--- src/rtl/vfu_wb_sequencer_pkg.sv ---
// Shared types for the VFU result writeback path into the lane VRF accessor.
// Holds the VRF word/strobe/address types, the writeback descriptor, the
// sequencer state encoding and the register-to-address mapping helper.
package vfu_wb_sequencer_pkg;

  localparam int unsigned NrVregs      = 32;
  localparam int unsigned VregW        = 5;
  localparam int unsigned VrfWordsLog2 = 4;   // VRF words per vector register, per lane (log2)
  localparam int unsigned VrfAddrW     = VregW + VrfWordsLog2;
  localparam int unsigned VrfDataW     = 64;
  localparam int unsigned VrfStrbW     = VrfDataW / 8;
  localparam int unsigned InsnIdW      = 3;
  localparam int unsigned AccCntW      = 8;

  typedef logic [VregW-1:0]    vreg_t;
  typedef logic [VrfAddrW-1:0] vrf_addr_t;
  typedef logic [VrfDataW-1:0] vrf_data_t;
  typedef logic [VrfStrbW-1:0] vrf_strb_t;
  typedef logic [InsnIdW-1:0]  insn_id_t;
  typedef logic [AccCntW-1:0]  acc_cnt_t;

  // One writeback job: acc_cnt words to consecutive VRF words starting at vd.
  typedef struct packed {
    vreg_t     vd;
    acc_cnt_t  acc_cnt;
    vrf_strb_t tail_strb;
    insn_id_t  id;
  } wb_req_t;

  typedef enum logic {
    IDLE    = 1'b0,
    WORKING = 1'b1
  } wb_state_e;

  // Each vector register occupies a contiguous block of lane VRF words.
  function automatic vrf_addr_t GetVRFAddr(input vreg_t vd);
    return vrf_addr_t'(vd) << VrfWordsLog2;
  endfunction

endpackage

--- src/rtl/vfu_wb_sequencer_fifo.sv ---
// Result word buffer for the writeback sequencer (fifo_v3-style, no fall-through).
// Data pushed at cycle t is visible on data_o from t+1. A push is allowed while
// full as long as a pop happens in the same cycle, so Depth=1 can still stream.
// Ports:
//   clk_i, rst_ni    clock, async active-low reset (empties the buffer)
//   push_i, data_i   write side (caller only pushes when !full_o || pop_i)
//   pop_i, data_o    read side (caller only pops when !empty_o)
//   full_o, empty_o  occupancy flags
module vfu_wb_sequencer_fifo #(
  parameter int unsigned Depth = 2,
  parameter type         dtype = logic
) (
  input  logic clk_i,
  input  logic rst_ni,
  input  logic push_i,
  input  dtype data_i,
  input  logic pop_i,
  output dtype data_o,
  output logic full_o,
  output logic empty_o
);

  localparam int unsigned PtrW = (Depth > 1) ? $clog2(Depth) : 1;
  localparam int unsigned CntW = $clog2(Depth + 1);

  dtype            mem_q [Depth];
  logic [PtrW-1:0] rd_ptr_q, wr_ptr_q;
  logic [CntW-1:0] count_q;

  assign full_o  = (count_q == CntW'(Depth));
  assign empty_o = (count_q == '0);
  assign data_o  = mem_q[rd_ptr_q];

  always_ff @(posedge clk_i or negedge rst_ni) begin
    if (!rst_ni) begin
      rd_ptr_q <= '0;
      wr_ptr_q <= '0;
      count_q  <= '0;
    end else begin
      if (push_i) begin
        wr_ptr_q <= (wr_ptr_q == PtrW'(Depth - 1)) ? '0 : wr_ptr_q + PtrW'(1);
      end
      if (pop_i) begin
        rd_ptr_q <= (rd_ptr_q == PtrW'(Depth - 1)) ? '0 : rd_ptr_q + PtrW'(1);
      end
      if (push_i && !pop_i) begin
        count_q <= count_q + CntW'(1);
      end else if (!push_i && pop_i) begin
        count_q <= count_q - CntW'(1);
      end
    end
  end

  // Storage carries no reset; the pointers and count define what is valid.
  always_ff @(posedge clk_i) begin
    if (push_i) begin
      mem_q[wr_ptr_q] <= data_i;
    end
  end

endmodule

--- src/rtl/vfu_wb_sequencer.sv ---
// Transmit side of a VFU result writeback port into the lane VRF accessor.
// Takes a descriptor (vd, word count, tail strobe, ID) plus a stream of result
// words, buffers the words and issues one VRF write request per word, holding
// each until granted. Pulses wb_done_o with the ID when the last word is granted.
// Ports:
//   clk_i, rst_ni                     clock, async active-low reset
//   wb_req_valid_i/ready_o, wb_req_i  writeback descriptor handshake
//   res_valid_i/ready_o, res_data_i   result word stream from the VFU datapath
//   vfu_result_*                      write request toward the VRF accessor
//   wb_done_o, wb_done_id_o           completion pulse and its instruction ID
module vfu_wb_sequencer
  import vfu_wb_sequencer_pkg::*;
#(
  parameter int unsigned LaneId = 0,
  parameter int unsigned Depth  = 2
) (
  input  logic                      clk_i,
  input  logic                      rst_ni,
  input  logic                      wb_req_valid_i,
  output logic                      wb_req_ready_o,
  input  logic [$bits(wb_req_t)-1:0] wb_req_i,
  input  logic                      res_valid_i,
  output logic                      res_ready_o,
  input  logic [VrfDataW-1:0]       res_data_i,
  output logic                      vfu_result_valid_o,
  input  logic                      vfu_result_gnt_i,
  output logic [VrfAddrW-1:0]       vfu_result_addr_o,
  output logic [VrfDataW-1:0]       vfu_result_wdata_o,
  output logic [VrfStrbW-1:0]       vfu_result_wstrb_o,
  output logic [InsnIdW-1:0]        vfu_result_id_o,
  output logic                      wb_done_o,
  output logic [InsnIdW-1:0]        wb_done_id_o
);

  wb_req_t   req;
  wb_state_e state_q;
  vrf_addr_t addr_q;
  acc_cnt_t  cnt_q;      // beats still to be granted
  acc_cnt_t  in_cnt_q;   // words still to be accepted from the VFU
  vrf_strb_t tail_strb_q;
  insn_id_t  id_q;

  logic      fifo_full, fifo_empty;
  logic      push, pop, last_beat, req_accept;
  vrf_data_t fifo_data;

  assign req = wb_req_t'(wb_req_i);

  assign vfu_result_valid_o = !fifo_empty;
  assign pop                = vfu_result_valid_o && vfu_result_gnt_i;
  assign last_beat          = (cnt_q == acc_cnt_t'(1));
  assign wb_done_o          = pop && last_beat;
  assign wb_done_id_o       = id_q;

  // The next descriptor may be taken in the very cycle the last beat is
  // granted, so back-to-back jobs see no idle bubble.
  assign wb_req_ready_o = (state_q == IDLE) || wb_done_o;
  assign req_accept     = wb_req_valid_i && wb_req_ready_o;

  // A pop this cycle frees a slot, so a full buffer may still take a word.
  assign res_ready_o = (state_q == WORKING) && (in_cnt_q != '0) && (!fifo_full || pop);
  assign push        = res_valid_i && res_ready_o;

  assign vfu_result_addr_o  = addr_q;
  assign vfu_result_wdata_o = fifo_data;
  assign vfu_result_wstrb_o = last_beat ? tail_strb_q : '1;
  assign vfu_result_id_o    = id_q;

  vfu_wb_sequencer_fifo #(
    .Depth (Depth),
    .dtype (vrf_data_t)
  ) i_result_fifo (
    .clk_i   (clk_i),
    .rst_ni  (rst_ni),
    .push_i  (push),
    .data_i  (res_data_i),
    .pop_i   (pop),
    .data_o  (fifo_data),
    .full_o  (fifo_full),
    .empty_o (fifo_empty)
  );

  // Descriptor load takes priority over the per-beat updates: it only happens
  // in IDLE or on the final grant, when the old counters are finished anyway.
  always_ff @(posedge clk_i or negedge rst_ni) begin
    if (!rst_ni) begin
      state_q     <= IDLE;
      addr_q      <= '0;
      cnt_q       <= '0;
      in_cnt_q    <= '0;
      tail_strb_q <= '0;
      id_q        <= '0;
    end else begin
      if (push) begin
        in_cnt_q <= in_cnt_q - acc_cnt_t'(1);
      end
      if (pop) begin
        addr_q <= addr_q + vrf_addr_t'(1);
        cnt_q  <= cnt_q - acc_cnt_t'(1);
      end
      if (req_accept) begin
        state_q     <= WORKING;
        addr_q      <= GetVRFAddr(req.vd);
        cnt_q       <= req.acc_cnt;
        in_cnt_q    <= req.acc_cnt;
        tail_strb_q <= req.tail_strb;
        id_q        <= req.id;
      end else if (wb_done_o) begin
        state_q <= IDLE;
      end
    end
  end

`ifndef SYNTHESIS
  a_acc_cnt_nonzero : assert property (@(posedge clk_i) disable iff (!rst_ni)
    req_accept |-> (req.acc_cnt != '0))
    else $error("lane %0d: writeback descriptor with zero words", LaneId);

  a_addr_no_wrap : assert property (@(posedge clk_i) disable iff (!rst_ni)
    req_accept |-> (int'(GetVRFAddr(req.vd)) + int'(req.acc_cnt) <= (1 << VrfAddrW)))
    else $error("lane %0d: writeback would wrap the VRF address", LaneId);
`endif

`ifdef DUMP_VRF_ACCESS
  always @(posedge clk_i) begin
    if (rst_ni && pop) begin
      $display("[%0t] lane %0d VRF wb addr=%0h data=%0h id=%0d",
               $time, LaneId, addr_q, fifo_data, id_q);
    end
  end
`endif

endmodule

--- config.mk ---
export PLATFORM = sky130hd
export DESIGN_NAME = vfu_wb_sequencer
export DESIGN_NICKNAME = d
export VERILOG_FILES = /design/src/rtl/vfu_wb_sequencer_pkg.sv /design/src/rtl/vfu_wb_sequencer_fifo.sv /design/src/rtl/vfu_wb_sequencer.sv
export SDC_FILE = /design/constraint.sdc
export NUM_CORES = 1
export LEC_CHECK = 0
export ABC_AREA = 1
export CAP_MARGIN = 0
export CORE_ASPECT_RATIO = 1.2
export CORE_MARGIN = 4
export CORE_UTILIZATION = 49
export DETAILED_ROUTE_END_ITERATION = 7
export MAX_ROUTING_LAYER = met4
export PLACE_DENSITY = 0.8
export SLEW_MARGIN = 20
export SYNTH_ARGS = -nofsm -noshare
export SYNTH_HDL_FRONTEND = slang
export SYNTH_SLANG_ARGS = --single-unit
--- constraint.sdc ---
create_clock -name clk_i -period 5.11 [get_ports clk_i]
set_input_delay 1.533 -clock clk_i [delete_from_list [all_inputs] [get_ports clk_i]]
set_output_delay 1.533 -clock clk_i [all_outputs]
set_load 0.01 [all_outputs]
==> results_dict.tcl, run 1 <==
set metrics [dict create \
    synth_most_common_cell "nand2_1" \
    synth_fa_ha_area_frac 0.01060 \
    route.met2.wl_mm 8.240 \
    yosysTopAreaCell "edfxtp_1" \
    core-area_um2 14000 \
    h-tree-depth 4 \
    synth.distinct_cells 29 \
    ant_nets 0 \
    dp_hpwl_mm 11.06 \
    p_total_uw 5348 \
    postSynthCellCount 665 \
    post-route-period-util 0.8921 \
    synth_area_per_cell_um2 10.65 \
    tritoncts "built" \
    clk_latency_ps 420 \
    wl_met3_mm 1.171 \
    wl_met1_mm 6.922 \
    synth-simple-area-share 0.2375 \
    firstDrtPassIters 5 \
    post_cts_resized 0 \
    antenna_found_initial 1 \
    p_leak_uw 0.004067 \
    synth_top_family_by_area "simple AND/OR/NAND/NOR gates" \
    worstPathRequired_ps 3580 \
    synthArstFlopShare 0.2426 \
    path_clk_slew_ps 60 \
    synth-compound-area-share 0.01148 \
    slew_headroom 0.3690 \
    hp-class "reg -> reg" \
    setup.worst_path.class "in -> out" \
    gp_congestion 0.8207 \
    preCtsSetupSlack_ps 566.1 \
    status "completed" \
    cp_slowest_stage_delay_ps 590 \
    cts.sinks 169 \
    cts_buffers 17 \
    postCtsSetupBuffers 0 \
    final.setup.worst_slack_ps 551.4 \
    vias 5280 \
    grt_overflow 0 \
    routed_wl_mm 16.49 \
    synthToLayoutAreaGrowth_pct 36.91 \
    ys.warnings.count 0 \
    fin_skew_ps 13.50 \
    synth_seq_cells 169 \
    ys.flop_type "edfxtp_1" \
    worst_path_most_repeated_cell "clkdlybuf4s50_1" \
    cts_max_path_buffers 2 \
    cap_violations 0 \
    irDropWorstVdd_mv 0.2394 \
    die_w_um 117.8 \
    worstPathMaxFanout 4 \
    synth.net_count 764 \
    hold_viol_final 0 \
    port_buffers 183 \
    place_area_um2 9069 \
    root_buffer "clkbuf_16" \
    die_h_um 139.7 \
    yosysSeqAreaShare 0.6874 \
    syn_area_um2 7084 \
    grt_pass1_wl_mm 26.88 \
    fin_crit_ps 4559 \
    initial_core_util 0.5062 \
    io_pins 184 \
    fmax_mhz 219.4 \
    finalInstanceArea_um2 9699 \
    slew_viol_final 0 \
    viasPerCell 5.121 \
    grt_start_max_net_pins 66 \
    grt_pass1_vias 5405 \
    rsz0062_at_grt "false" \
    synth_top_area_share 0.5426 \
    cp_data_arrival_time_ps 3030 \
    slowest_stage "clkdlybuf4s50_1" \
    worst_pin_slew_ps 946.5 \
    endpoint_kind "output pin" \
    synth_edf_count 128 \
    num_rows 47 \
    muxShareOfSynthArea 0 \
    layout.nets 945 \
    die_area_um2 16450 \
    synth_commonest_cells "nand2_1 (282), edfxtp_1 (128), nand3_1 (66), dfrtp_1 (41), nor2_1 (27)" \
    critPathLaunchType "input pin" \
    synth_area_leaders "edfxtp_1 (54%), nand2_1 (15%), dfrtp_1 (14%)" \
    grtUsageTotal 0.2087 \
    setup_viol 0 \
    drive_above_1_share 0.07334 \
    fillers 1028 \
    top_layer "met4" \
    synth_xor_area_frac 0.01484 \
    p_per_area_nw_per_um2 551.4 \
    drc 0 \
    drt_iter0_markers 348 \
    routedWlPerCell_um 16.00 \
    final_core_util 0.6930 \
    postCtsHoldBufs 0 \
    crit_chain "clkdlybuf4s50_1 -> inv_2 -> nand3_1 -> nand2_1 -> nor2_1 -> clkdlybuf4s50_1" \
]
[worst paths after layout]
kind	start	end	slack [ps]	depth (start not counted)
max	vfu_result_gnt_i	res_ready_o	550	6
min	tail_strb_q[3]$_DFFE_PN0P_	tail_strb_q[3]$_DFFE_PN0P_	470	2
max reg2reg	cnt_q[1]$_DFFE_PN0P_	in_cnt_q[6]$_DFFE_PN0P_	2510	12
min reg2reg	tail_strb_q[3]$_DFFE_PN0P_	tail_strb_q[3]$_DFFE_PN0P_	470	2
max in group asynchronous	rst_ni	i_result_fifo.rd_ptr_q$_DFFE_PN0P_	3200	1
min in group asynchronous	rst_ni	i_result_fifo.count_q[1]$_DFFE_PN0P_	1250	1
[registers in the layout (all words and copies together), names as in the netlist]
register                cells
tail_strb_q                 8
i_result_fifo.mem_q       128
i_result_fifo.wr_ptr_q      1
state_q                     1
vfu_result_id_o             3
cnt_q                       8
i_result_fifo.count_q       2
i_result_fifo.rd_ptr_q      1
vfu_result_addr_o           9
in_cnt_q                    8
[critical path, delay by kind of cell]
kind          cells  cell delay [ps]
simple gates      3              380
buf+inv           3             1120
[cells in the final DEF (no fill, tap or decap), types with 3 or more instances in the layout]
| cell type | synthesis | layout |
|---|---|---|
| xor2_1 | 9 | 9 |
| o21ai_0 | 3 | 3 |
| clkbuf_16 | 0 | 17 |
| edfxtp_1 | 128 | 128 |
| inv_1 | 26 | 26 |
| xnor2_1 | 3 | 3 |
| o21ai_1 | 3 | 3 |
| buf_4 | 4 | 4 |
| or2_2 | 8 | 8 |
| nand3_1 | 66 | 66 |
| nor3_1 | 3 | 3 |
| inv_2 | 8 | 7 |
| bufinv_16 | 0 | 4 |
| nand2_1 | 282 | 282 |
| a21oi_1 | 7 | 7 |
| ha_1 | 6 | 6 |
| dfrtp_1 | 41 | 40 |
| nor2_1 | 27 | 25 |
| nand3b_1 | 4 | 4 |
| nand4_1 | 5 | 5 |
| clkinv_4 | 0 | 3 |
| clkdlybuf4s50_1 | 0 | 182 |
[report_power, final]
| group | switching (µW) | internal (µW) |
|---|---|---|
| logic | 1070 | 895 |
| registers | 173 | 1860 |
| clock network | 525 | 825 |
[metal layers]
layer  vias up  GRT usage
met5         -          -
met4         0    0.05000
met3        11    0.06006
met2       196     0.3431
met1      2511     0.2574
li1       2562          -
[cells by family after synthesis]
kind of cell             after synthesis
XOR/XNOR                              12
buffers and inverters                 61
AND/OR/NAND/NOR                      402
AO/OA/AOI/OAI                         15
adder cells (fa/ha/maj)                6
flip-flops                           169
[per-stage QoR]
| step | hold slack [ps] | instances | TNS (ps) |
|---|---|---|---|
| 5_1_grt | 501.5 | 1031 | 0 |
| 3_5_place_dp | 455.9 | 998 | 0 |
| 4_1_cts | 472.2 | 1030 | 0 |
| 6_report | 468.5 | 1031 | 0 |
| 2_1_floorplan | 434.5 | 665 | -40480 |
| 3_3_place_gp | 449.1 | 998 | 0 |
[area by class of cell]
class                           instances  area [µm²]  area share
Multi-Input combinational cell        435        1959      0.2020
Inverter                               34       128.9     0.01329
Clock buffer                           19       432.9     0.04463
Sequential cell                       169        4871      0.5022
Antenna cell                            1       2.502   0.0002580
Clock inverter                         13       193.9     0.01999
Tap cell                              171       214.0     0.02206
Timing Repair Buffer                  189        1897      0.1956
No activity file was read; power rests on OpenSTA's default activity.
==> run 2, diff against run 1 <==
- CTS_CLUSTER_DIAMETER: unset -> 50
- SKIP_CTS_REPAIR_TIMING: unset -> 1
==> results of run 2 <==
No change in the layout: final DEF, timing and power equal those of run 1.
==> run 3, diff against run 2 <==
- SKIP_CTS_REPAIR_TIMING: 1 -> unset
==> results of run 3 <==
No change in the layout: final DEF, timing and power equal those of run 1.
